[src/rtl/conv_pkg.sv]
// Shared types and window indexing for the 3x3 streaming convolution controller.
package conv_pkg;

  typedef enum logic [1:0] {
    IDLE = 2'd0,
    RUN  = 2'd1,
    DONE = 2'd2
  } conv_state_e;

  localparam int WIN_N = 9;

  // Row-major index into the flattened window / kernel, r=0 is the oldest row.
  function automatic int win_idx(input int r, input int c);
    return r * 3 + c;
  endfunction

endpackage

[src/rtl/conv_mat.sv]
// Combinational 3x3 multiply-accumulate with optional >>4 blur and 0..2^IMAGE_WIDTH-1 saturation.
module conv_mat #(
  parameter int    IMAGE_WIDTH     = 8,
  parameter int    KERNEL_WIDTH    = 5,
  parameter int    MATRIX_SIZE     = 3,
  parameter string ADDER_TYPE      = "RIPPLE",
  parameter string MULTIPLIER_TYPE = "ARRAY",
  localparam int   N               = MATRIX_SIZE * MATRIX_SIZE
) (
  input  logic [N*IMAGE_WIDTH-1:0]         in_matrix,
  input  logic signed [N*KERNEL_WIDTH-1:0] kernel,
  input  logic                             blur_flag,
  output logic [IMAGE_WIDTH-1:0]           out_pixel
);

  localparam int SW = IMAGE_WIDTH + KERNEL_WIDTH;
  localparam logic signed [SW-1:0] PIX_MAX = SW'((1 << IMAGE_WIDTH) - 1);

  if (MATRIX_SIZE != 3) begin : g_bad_size
    $error("conv_mat: only MATRIX_SIZE=3 is supported");
  end
  if (!(ADDER_TYPE == "RIPPLE" || ADDER_TYPE == "CLA")) begin : g_bad_adder
    $error("conv_mat: unknown ADDER_TYPE");
  end

  logic signed [SW-1:0]           pxe    [N];
  logic signed [KERNEL_WIDTH-1:0] kern_s [N];
  logic signed [SW-1:0]           prod   [N];
  logic signed [SW-1:0]           sum;
  logic signed [SW-1:0]           scaled;

  always_comb begin
    for (int i = 0; i < N; i++) begin
      pxe[i]    = SW'($signed({1'b0, in_matrix[i*IMAGE_WIDTH +: IMAGE_WIDTH]}));
      kern_s[i] = $signed(kernel[i*KERNEL_WIDTH +: KERNEL_WIDTH]);
    end
  end

  if (MULTIPLIER_TYPE == "ARRAY") begin : g_mul_array
    always_comb begin
      for (int i = 0; i < N; i++) prod[i] = pxe[i] * SW'(kern_s[i]);
    end
  end else begin : g_mul_shift_add
    // Two's-complement shift-add: the kernel MSB carries negative weight.
    always_comb begin
      for (int i = 0; i < N; i++) begin
        prod[i] = '0;
        for (int b = 0; b < KERNEL_WIDTH - 1; b++) begin
          if (kern_s[i][b]) prod[i] = prod[i] + (pxe[i] <<< b);
        end
        if (kern_s[i][KERNEL_WIDTH-1]) prod[i] = prod[i] - (pxe[i] <<< (KERNEL_WIDTH - 1));
      end
    end
  end

  always_comb begin
    sum = '0;
    for (int i = 0; i < N; i++) sum = sum + prod[i];
    scaled = blur_flag ? (sum >>> 4) : sum;
    if (scaled < 0)            out_pixel = '0;
    else if (scaled > PIX_MAX) out_pixel = '1;
    else                       out_pixel = scaled[IMAGE_WIDTH-1:0];
  end

endmodule

[src/rtl/line_buffer.sv]
// Two-row pixel store indexed by column: row0 holds the previous image row, row1 the one before.
module line_buffer #(
  parameter  int IMAGE_WIDTH = 8,
  parameter  int DEPTH       = 28,
  localparam int AW          = (DEPTH > 1) ? $clog2(DEPTH) : 1
) (
  input  logic                   clk,
  input  logic                   we,
  input  logic [AW-1:0]          addr,
  input  logic [IMAGE_WIDTH-1:0] wdata,
  output logic [IMAGE_WIDTH-1:0] rd0,
  output logic [IMAGE_WIDTH-1:0] rd1
);

  logic [IMAGE_WIDTH-1:0] mem0_q [DEPTH];
  logic [IMAGE_WIDTH-1:0] mem1_q [DEPTH];
  logic [IMAGE_WIDTH-1:0] mem0_d [DEPTH];
  logic [IMAGE_WIDTH-1:0] mem1_d [DEPTH];

  assign rd0 = mem0_q[addr];
  assign rd1 = mem1_q[addr];

  // A write ages the column: the old row0 value moves down to row1.
  always_comb begin
    mem0_d = mem0_q;
    mem1_d = mem1_q;
    if (we) begin
      mem1_d[addr] = mem0_q[addr];
      mem0_d[addr] = wdata;
    end
  end

  always_ff @(posedge clk) begin
    mem0_q <= mem0_d;
    mem1_q <= mem1_d;
  end

endmodule

[src/rtl/conv_stream_ctrl.sv]
// Raster-order pixel stream into a 3x3 sliding window feeding conv_mat, one registered output per full window.
//
// state | meaning
// IDLE  | waiting for start; kernel/blur latched when start is seen
// RUN   | accepting pixels and emitting convolved pixels
// DONE  | last output transferred; frame_done pulse, back to IDLE
module conv_stream_ctrl
  import conv_pkg::*;
#(
  parameter int    IMAGE_WIDTH     = 8,
  parameter int    KERNEL_WIDTH    = 5,
  parameter int    MATRIX_SIZE     = 3,
  parameter int    IMG_COLS        = 28,
  parameter int    IMG_ROWS        = 28,
  parameter string ADDER_TYPE      = "RIPPLE",
  parameter string MULTIPLIER_TYPE = "ARRAY"
) (
  input  logic                      clk,
  input  logic                      rst,
  input  logic                      start,
  input  logic [KERNEL_WIDTH*9-1:0] kernel_in,
  input  logic                      blur_in,
  input  logic                      in_valid,
  output logic                      in_ready,
  input  logic [IMAGE_WIDTH-1:0]    in_pixel,
  output logic                      out_valid,
  input  logic                      out_ready,
  output logic [IMAGE_WIDTH-1:0]    out_pixel,
  output logic                      out_last,
  output logic                      busy,
  output logic                      frame_done
);

  localparam int CW = (IMG_COLS > 1) ? $clog2(IMG_COLS) : 1;
  localparam int RW = (IMG_ROWS > 1) ? $clog2(IMG_ROWS) : 1;

  if (MATRIX_SIZE != 3) begin : g_bad_size
    $error("conv_stream_ctrl: only MATRIX_SIZE=3 is supported");
  end
  if (IMG_COLS < 3 || IMG_ROWS < 3) begin : g_bad_dims
    $error("conv_stream_ctrl: image must be at least 3x3");
  end

  conv_state_e               state_q, state_d;
  logic [CW-1:0]             col_q, col_d;
  logic [RW-1:0]             row_q, row_d;
  logic                      input_done_q, input_done_d;
  logic [KERNEL_WIDTH*9-1:0] kernel_q, kernel_d;
  logic                      blur_q, blur_d;
  logic                      out_valid_q, out_valid_d;
  logic                      out_last_q, out_last_d;
  logic [IMAGE_WIDTH-1:0]    out_pixel_q, out_pixel_d;
  logic [IMAGE_WIDTH-1:0]    win_q  [WIN_N];
  logic [IMAGE_WIDTH-1:0]    win_d  [WIN_N];
  logic [IMAGE_WIDTH-1:0]    win_sh [WIN_N];

  logic [IMAGE_WIDTH-1:0]       lb0_rd, lb1_rd;
  logic [WIN_N*IMAGE_WIDTH-1:0] conv_in;
  logic [IMAGE_WIDTH-1:0]       conv_pixel;
  logic                         in_xfer, out_xfer, emit, at_last_col, at_last_row;

  assign in_ready    = (state_q == RUN) && !input_done_q && (!out_valid_q || out_ready);
  assign in_xfer     = in_valid && in_ready;
  assign out_xfer    = out_valid_q && out_ready;
  assign at_last_col = (col_q == CW'(IMG_COLS - 1));
  assign at_last_row = (row_q == RW'(IMG_ROWS - 1));
  assign emit        = in_xfer && (row_q >= RW'(2)) && (col_q >= CW'(2));

  assign out_valid  = out_valid_q;
  assign out_last   = out_last_q;
  assign out_pixel  = out_pixel_q;
  assign busy       = (state_q != IDLE);
  assign frame_done = (state_q == DONE);

  line_buffer #(
    .IMAGE_WIDTH (IMAGE_WIDTH),
    .DEPTH       (IMG_COLS)
  ) u_lb (
    .clk   (clk),
    .we    (in_xfer),
    .addr  (col_q),
    .wdata (in_pixel),
    .rd0   (lb0_rd),
    .rd1   (lb1_rd)
  );

  // conv_mat always sees the post-shift window, so the result is ready on the accepting edge.
  always_comb begin
    for (int i = 0; i < WIN_N; i++) win_sh[i] = win_q[i];
    for (int r = 0; r < 3; r++) begin
      for (int c = 0; c < 2; c++) win_sh[win_idx(r, c)] = win_q[win_idx(r, c + 1)];
    end
    win_sh[win_idx(0, 2)] = lb1_rd;
    win_sh[win_idx(1, 2)] = lb0_rd;
    win_sh[win_idx(2, 2)] = in_pixel;
    conv_in = '0;
    for (int i = 0; i < WIN_N; i++) begin
      conv_in[i*IMAGE_WIDTH +: IMAGE_WIDTH] = win_sh[i];
      win_d[i] = in_xfer ? win_sh[i] : win_q[i];
    end
  end

  conv_mat #(
    .IMAGE_WIDTH     (IMAGE_WIDTH),
    .KERNEL_WIDTH    (KERNEL_WIDTH),
    .MATRIX_SIZE     (MATRIX_SIZE),
    .ADDER_TYPE      (ADDER_TYPE),
    .MULTIPLIER_TYPE (MULTIPLIER_TYPE)
  ) u_conv (
    .in_matrix (conv_in),
    .kernel    (kernel_q),
    .blur_flag (blur_q),
    .out_pixel (conv_pixel)
  );

  always_comb begin
    state_d      = state_q;
    col_d        = col_q;
    row_d        = row_q;
    input_done_d = input_done_q;
    kernel_d     = kernel_q;
    blur_d       = blur_q;
    case (state_q)
      IDLE: begin
        if (start) begin
          state_d      = RUN;
          kernel_d     = kernel_in;
          blur_d       = blur_in;
          col_d        = '0;
          row_d        = '0;
          input_done_d = 1'b0;
        end
      end
      RUN: begin
        if (in_xfer) begin
          if (at_last_col) begin
            col_d = '0;
            if (at_last_row) input_done_d = 1'b1;
            else             row_d = row_q + RW'(1);
          end else begin
            col_d = col_q + CW'(1);
          end
        end
        if (out_xfer && out_last_q) state_d = DONE;
      end
      DONE:    state_d = IDLE;
      default: state_d = IDLE;
    endcase
  end

  // A new emit on the same edge as a transfer replaces the outgoing pixel.
  always_comb begin
    out_valid_d = out_valid_q;
    out_last_d  = out_last_q;
    out_pixel_d = out_pixel_q;
    if (out_xfer) begin
      out_valid_d = 1'b0;
      out_last_d  = 1'b0;
    end
    if (emit) begin
      out_valid_d = 1'b1;
      out_pixel_d = conv_pixel;
      out_last_d  = at_last_row && at_last_col;
    end
  end

  always_ff @(posedge clk) begin
    if (rst) begin
      state_q      <= IDLE;
      col_q        <= '0;
      row_q        <= '0;
      input_done_q <= 1'b0;
      kernel_q     <= '0;
      blur_q       <= 1'b0;
      out_valid_q  <= 1'b0;
      out_last_q   <= 1'b0;
      out_pixel_q  <= '0;
    end else begin
      state_q      <= state_d;
      col_q        <= col_d;
      row_q        <= row_d;
      input_done_q <= input_done_d;
      kernel_q     <= kernel_d;
      blur_q       <= blur_d;
      out_valid_q  <= out_valid_d;
      out_last_q   <= out_last_d;
      out_pixel_q  <= out_pixel_d;
    end
  end

  // Window contents are masked by the counters and need no reset.
  always_ff @(posedge clk) begin
    win_q <= win_d;
  end

endmodule

[config.mk]
export PLATFORM = sky130hd
export DESIGN_NAME = conv_stream_ctrl
export DESIGN_NICKNAME = d
export VERILOG_FILES = /design/src/rtl/conv_pkg.sv /design/src/rtl/conv_mat.sv /design/src/rtl/line_buffer.sv /design/src/rtl/conv_stream_ctrl.sv
export SDC_FILE = /design/constraint.sdc
export NUM_CORES = 1
export LEC_CHECK = 0
export CORE_MARGIN = 8
export CORE_UTILIZATION = 30
export DETAILED_ROUTE_END_ITERATION = 8
export PLACE_DENSITY_LB_ADDON = 0.1
export SLEW_MARGIN = 10
export SYNTH_ARGS = -nofsm -noshare
export SYNTH_HDL_FRONTEND = slang
export SYNTH_SLANG_ARGS = --single-unit
export TNS_END_PERCENT = 1
[constraint.sdc]
create_clock -name clk -period 9.9 [get_ports clk]
set_input_delay 1.485 -clock clk [delete_from_list [all_inputs] [get_ports clk]]
set_output_delay 1.485 -clock clk [all_outputs]
set_load 0.005 [all_outputs]
# Word-level counts from Yosys, hierarchy flattened

Cells that the tools add are included.

Add/subtract/negate cells: 10
Multiply operators: 9
Div/mod/pow operators: 0
Magnitude comparators: 6
Equality and inequality tests: 10
Shift operators: 0
Multiplexer cells: 32
Bitwise operators: 1
Reduce and logical (&&, ||, !) cells: 21

Operators by type and width:

| kind                                                 | count |
|---|---|
| bitwise mux 224 bit                                  | 2 |
| multiplier 9 x 5 -> 13 bit                           | 9 |
| adder 13 bit                                         | 8 |
| binary-select mux 8 bit (select 5 bit)               | 2 |
| two-way mux 8 bit                                    | 7 |
| demux 8 bit (select 5 bit)                           | 1 |
| two-way mux 5 bit                                    | 6 |
| case mux 5 bit (2 select lines)                      | 2 |
| > comparator 13 x 9 -> 1 bit (second input constant) | 1 |
| < comparator 13 x 1 -> 1 bit (second input constant) | 1 |
| two-way mux 12 bit                                   | 1 |
| adder 5 x 1 -> 5 bit (second input constant)         | 2 |
| == test 5 bit (second input constant)                | 2 |
| >= comparator 5 x 2 -> 1 bit (second input constant) | 2 |
| != test 2 bit (second input constant)                | 5 |
| AND reduction 5 bit                                  | 2 |
| logical AND 1 bit                                    | 9 |
| two-way mux 1 bit                                    | 7 |
| >= comparator 6 bit (second input constant)          | 1 |
| < comparator 6 x 1 -> 1 bit (second input constant)  | 1 |
| inverter 5 -> 6 bit                                  | 1 |
| nonzero test 2 bit                                   | 3 |
| two-way mux 2 bit                                    | 2 |
| case mux 2 bit (2 select lines)                      | 1 |
| other kinds (9)                                      | 11 |

Bits in registers: 565
Latch bits: 0
RAM bits: 0
Bits in read-only memories: 0
Input port bits: 59
Output and inout port bits: 13
Logic and storage cells: 160
Memories kept: 0

# Depth between registers and ports, before layout

Depth in word-level cells: 16
Mapped depth: 36
Depth with buffers taken out: 31

# Modules after synthesis

Synthesis repeated with hierarchy kept, for this count alone.

Cell total of the unflattened synthesis: 2640
Area, all modules: 34574.4 um^2

By module, submodules not included:

| module           | times used | cells an instance | area each (um^2) | sequential area each (um^2) |
|---|---|---|---|---|
| line_buffer      | 1          | 886               | 17392.9          | 13452.9 |
| conv_mat         | 1          | 1369              | 12981.2          | 0.0 |
| conv_stream_ctrl | 1          | 385               | 4200.3           | 2822.7 |

# Worst setup path after synthesis

No wires, ideal clock.

Path kind: register -> register
Start point: reg col_q[0]
End point: reg out_pixel_q[0] (netlist: out_pixel[0])
Data arrival time: 9.487 ns
Required time: 9.833 ns
Path slack: 0.347 ns
Cell stages (with the launch flop): 30
Clock period less this slack: 9.553 ns
Cells stage by stage: dfxtp_1 buf_2 buf_4 buf_2 mux4_2 a22oi_1 o221ai_1 and2_1 fa_1 inv_1 fa_1 inv_1 fa_1 fa_1 fa_1 fa_1 fa_1 fa_1 inv_1 fa_1 inv_1 ha_1 a21o_1 a2111oi_0 nor2b_1 a222oi_1 xnor3_1 or3_1 buf_6 o21ai_2

Elaborated cells between the ends (all ways): 23
Classes of those cells: 7 x add/sub; 2 x mul; 3 x order compare; 9 x mux; 1 x bitwise; 1 x reduce/logical

RTL lines:

| item                                                   | line                    | RTL |
|---|---|---|
| from (decl)                                            | conv_stream_ctrl.sv:45  | `logic [CW-1:0] col_q, col_d;` |
| from (signal assigned)                                 | conv_stream_ctrl.sv:180 | `col_q <= col_d;` |
| inverter 5 -> 6 bit (not written as such) *            | line_buffer.sv:20       | `assign rd0 = mem0_q[addr];` |
| binary-select mux 8 bit (select 5 bit) *               | line_buffer.sv:20       |  |
| two-way mux 8 bit (not written as such) * (2 in a row) | line_buffer.sv:20       |  |
| via conv_in[46]                                        | conv_stream_ctrl.sv:58  | `logic [WIN_N*IMAGE_WIDTH-1:0] conv_in;` |
| multiplier 9 x 5 -> 13 bit *                           | conv_mat.sv:41          | `for (int i = 0; i < N; i++) prod[i] = pxe[i] * SW'(kern_s[i]);` |
| adder 13 bit * (4 in a row)                            | conv_mat.sv:58          | `for (int i = 0; i < N; i++) sum = sum + prod[i];` |
| two-way mux 12 bit                                     | conv_mat.sv:59          | `scaled = blur_flag ? (sum >>> 4) : sum;` |
| > comparator 13 x 9 -> 1 bit                           | conv_mat.sv:61          | `else if (scaled > PIX_MAX) out_pixel = '1;` |
| two-way mux 8 bit                                      | conv_mat.sv:61          |  |
| two-way mux 8 bit *                                    | conv_mat.sv:60          | `if (scaled < 0) out_pixel = '0;` |
| to (signal assigned)                                   | conv_stream_ctrl.sv:187 | `out_pixel_q <= out_pixel_d;` |
| to (decl)                                              | conv_stream_ctrl.sv:52  | `logic [IMAGE_WIDTH-1:0] out_pixel_q, out_pixel_d;` |

The timed path passes the listed nets; every way through them passes the cells marked *. The select of a mux whose other input is x is not followed.
A chain may end at the register's enable or synchronous reset.

# Worst setup path in the final report

Start point: reg col_q[1]
End point: reg out_pixel_q[7] (netlist: out_pixel[7])

Same word-level chain as after synthesis.

==> results.sh <==
export IMPL_tightest_slew_ps=873.6
export IMPL_synth_net_count=3049
export IMPL_final_fill_count=11166
export IMPL_final_seq_area_um2=16290
export IMPL_power_uw=11660
export IMPL_dpl_cell_area_um2=37560
export IMPL_finalWeightedCongestion=0.8114
export IMPL_dieArea_um2=125500
export IMPL_p_per_area_nw_per_um2=291.9
export IMPL_globalRouteOverflowTotal=0
export IMPL_setup_total_negative_slack_ps=0
export IMPL_cp_common_cell="sky130_fd_sc_hd__fa_1"
export IMPL_synth_area_leader_cell="sky130_fd_sc_hd__edfxtp_1"
export IMPL_worst_endpoint_required_ps=10460
export IMPL_maxCapViolCount=0
export IMPL_die_height_um=354.3
export IMPL_die_w_um=354.3
export IMPL_io_count=72
export IMPL_via_count=19488
export IMPL_setup_worst_path_class="reg2reg"
export IMPL_wirelength_mm=101.0
export IMPL_worst_path_largest_cell_delay_ps=730
export IMPL_drt_first_iter_violations=1027
export IMPL_synth_cell_types=64
export IMPL_first_global_vias=21676
export IMPL_timing_final_crit_share_pct=95.60
export IMPL_dr_pass1_iters=5
export IMPL_mean_cell_area_of_the_mapped_netlist_um2=13.67
export IMPL_initial_core_util_pct=30.15
export IMPL_worst_r2r_setup_slack_ps=440
export IMPL_critPathLaunchType="register"
export IMPL_yosys_register_bits=565
export IMPL_ir_drop_mv=0.5255
export IMPL_multiInputGateArea_um2=16070
export IMPL_tritoncts_num_buffers=71
export IMPL_drc=0
export IMPL_cts_tree="yes"
export IMPL_layout_cell_share_with_drive_strength_beyond_1_pct=14.33
export IMPL_critPathBufInv=7
export IMPL_regToRegStartpoint="col_q[1]"
export IMPL_clock_transition_at_path_regs_ps=60
export IMPL_worstHoldPathCells=2
export IMPL_synthesis_instances=2512
export IMPL_number_of_enable_type_register_cells_in_the_synthesized_netlist=496
export IMPL_timing_fmax_mhz=105.7
export IMPL_grt_pass1_wl_mm=149.1
export IMPL_grt_start_max_net_pins=60
export IMPL_ys_flop_type="sky130_fd_sc_hd__edfxtp_1"
export IMPL_route_antenna_remaining_nets=0
export IMPL_num_nets_final=3229
export IMPL_max_slew_margin_rel_pct=41.76
export IMPL_ys_top_cells_by_area="sky130_fd_sc_hd__edfxtp_1 43%, sky130_fd_sc_hd__fa_1 20%, sky130_fd_sc_hd__mux4_2 7.9%"
export IMPL_flow_area_growth_from_synthesis_pct=16.32
export IMPL_dp_final_hpwl_mm=75.93
export IMPL_number_of_placement_rows=124
export IMPL_worstReg2RegEnd="out_pixel[7]"
export IMPL_cts_hold_repair_buffers=0
export IMPL_hold_path_startpoint="out_pixel[2]"
export IMPL_path_max_fanout=30
export IMPL_report_final_slew_viol_count=0
export IMPL_synth_top_area_share_pct=43.38
export IMPL_power_leakage_uw=0.01516
export IMPL_final_design_area_no_fill_um2=39940
export IMPL_synthesis_area_um2=34330
export IMPL_io_buffers=71
export IMPL_final_setup_vio_count=0
export IMPL_cp_data_arrival_time_ps=10030
export IMPL_finish_cell_count_without_fillers=4264
export IMPL_cts_sinks=565
export IMPL_report_final_hold_viol_count=0
export IMPL_clock_tree_root_cell="sky130_fd_sc_hd__clkbuf_16"
export IMPL_rsz_0062_raised_after_global_routing="false"
export IMPL_fraction_of_the_yosys_area_taken_by_sequential_cells_pct=47.40
export IMPL_rr_worst_depth=29
export IMPL_endpoint_kind="register"
export IMPL_min_delay_worst_endpoint="out_pixel[2]"
export IMPL_wire_per_inst_um=23.69
export IMPL_cts_htree_levels=3
export IMPL_via_density_per_instance=4.570
export IMPL_clock_tree_buffer_depth=3
export IMPL_placed_instances=4131
export IMPL_cp_top_family="adder cells"
export IMPL_worstSkewPairLatency_ps=640
export IMPL_yosys_warnings=0
export IMPL_status="completed"
export IMPL_skew_ps=20.43
export IMPL_hold_path_class="reg2reg"
export IMPL_core_area_um2=113900
export IMPL_ys_async_sr_fraction_pct=0
export IMPL_final_min_clock_period_ps=9465
export IMPL_slowest_stage="sky130_fd_sc_hd__dfxtp_4"
export IMPL_track_usage_pct=16.08
export IMPL_grt_antenna_before_repair=4
tightest hold or removal path, stage by stage (launching register included):
cell	delay, ps
sky130_fd_sc_hd__dfxtp_1	310
sky130_fd_sc_hd__nand2_1	60
sky130_fd_sc_hd__o21ai_2	40
registers in the layout (all words and copies together), names as in the netlist, 2 cells and up:
signal / cells
conv_in: 48
u_lb.mem0_q: 224
state_q: 2
kernel_q: 45
out_pixel: 8
col_q: 5
row_q: 5
u_lb.mem1_q: 224
metrics by stage:
step	hold WS, ps	utilization, %	setup slack [ps]
detailed placement	448.2	32.98	210.2
floorplan	452.4	-	346.5
CTS	460.9	35.04	190.6
global route	485.6	35.07	50.81
finish	455.9	35.07	435.1
global placement	447.3	32.98	239.5
cell usage after synthesis, drive strengths merged (33+ instances only):
library cell / count
and2: 138
a21oi: 60
nand2: 266
edfxtp: 496
mux4: 120
dfxtp: 69
nor2: 76
ha: 131
xnor2: 42
clkbuf: 56
nor2b: 44
inv: 428
fa: 347
buf: 33
how the worst max path moves through the flow:
stage / start / end / slack (ps) / depth (start not counted)
after floorplan: col_q[0] / out_pixel[0] / 350 / 29
after global placement: col_q[0] / out_pixel[1] / 240 / 29
after detailed placement: col_q[0] / out_pixel[1] / 210 / 29
after CTS: col_q[0] / out_pixel[0] / 190 / 29
after global routing: col_q[0] / out_pixel[4] / 50 / 30
final: col_q[1] / out_pixel[7] / 440 / 29
power by group:
| group | internal (uW) | switching (uW) |
|---|---|---|
| Sequential | 2640 | 57.3 |
| Combinational | 2770 | 3600 |
| Clock | 1540 | 1050 |
final cells by class:
| cell class | count | area share, % |
|---|---|---|
| timing repair buffer | 197 | 4.361 |
| clock inverter | 33 | 0.8897 |
| multi-input combinational | 1428 | 40.23 |
| tap | 1512 | 4.737 |
| clock buffer | 98 | 4.966 |
| inverter | 429 | 4.032 |
| antenna | 2 | 0.01253 |
| sequential | 565 | 40.78 |
layout by cell type (no fill, tap or decap), types with 4 or more instances in the layout:
master / synthesis / final
sky130_fd_sc_hd__o221ai_1: 5 / 4
sky130_fd_sc_hd__and2_1: 138 / 137
sky130_fd_sc_hd__o21ai_0: 8 / 8
sky130_fd_sc_hd__o2bb2ai_1: 6 / 6
sky130_fd_sc_hd__or2_2: 5 / 5
sky130_fd_sc_hd__o22ai_1: 6 / 6
sky130_fd_sc_hd__o21ai_2: 9 / 9
sky130_fd_sc_hd__buf_12: 0 / 8
sky130_fd_sc_hd__clkbuf_1: 53 / 21
sky130_fd_sc_hd__mux4_2: 120 / 120
sky130_fd_sc_hd__nand4_1: 5 / 5
sky130_fd_sc_hd__dfxtp_1: 69 / 65
sky130_fd_sc_hd__a32o_1: 7 / 7
sky130_fd_sc_hd__bufinv_16: 0 / 5
sky130_fd_sc_hd__clkbuf_16: 0 / 75
sky130_fd_sc_hd__buf_4: 7 / 118
sky130_fd_sc_hd__nor3_1: 14 / 10
sky130_fd_sc_hd__nor3_2: 0 / 4
sky130_fd_sc_hd__nand3b_1: 4 / 4
sky130_fd_sc_hd__a21oi_1: 60 / 59
sky130_fd_sc_hd__mux2i_1: 25 / 24
sky130_fd_sc_hd__xnor2_1: 42 / 42
sky130_fd_sc_hd__clkinv_2: 0 / 8
sky130_fd_sc_hd__ha_1: 131 / 131
sky130_fd_sc_hd__clkinv_1: 1 / 13
sky130_fd_sc_hd__inv_1: 428 / 428
sky130_fd_sc_hd__edfxtp_1: 496 / 496
sky130_fd_sc_hd__clkdlybuf4s50_1: 0 / 68
sky130_fd_sc_hd__nand3_1: 9 / 9
sky130_fd_sc_hd__mux2_2: 7 / 7
sky130_fd_sc_hd__xor2_1: 14 / 14
sky130_fd_sc_hd__a22oi_1: 10 / 9
sky130_fd_sc_hd__nor2_1: 75 / 75
sky130_fd_sc_hd__nand2b_1: 32 / 32
sky130_fd_sc_hd__fa_1: 347 / 347
sky130_fd_sc_hd__nor2b_1: 44 / 44
sky130_fd_sc_hd__nand2_1: 266 / 265
layer usage:
layer	share of wire (%)	global-route usage [%]	wire length, um	vias up
li1	-	-	-	8756
met1	44	21.06	44530	10323
met2	51	28.15	51320	312
met3	2.9	2.012	2947	97
met4	2.2	4.134	2203	0
met5	0	0	0	-
what timing repair did:
action / CTS / global route
setup buffers: 0 / 0
gates resized for setup: 0 / 8
endpoints found under the setup margin: 0 / 8
cell families (layout without fill, tap and decap cells):
family | after synthesis | in the layout | synth area share (%)
xor+xnor | 58 | 58 | 1.560
flops | 565 | 565 | 47.40
simple gates | 606 | 606 | 8.560
other cells | 0 | 2 | 0
buf+inv | 519 | 757 | 5.987
fa+ha+maj | 479 | 479 | 25.04
mux | 152 | 152 | 8.830
compound gates | 133 | 133 | 2.624
Note: power is estimated with default switching activity, not from simulation.
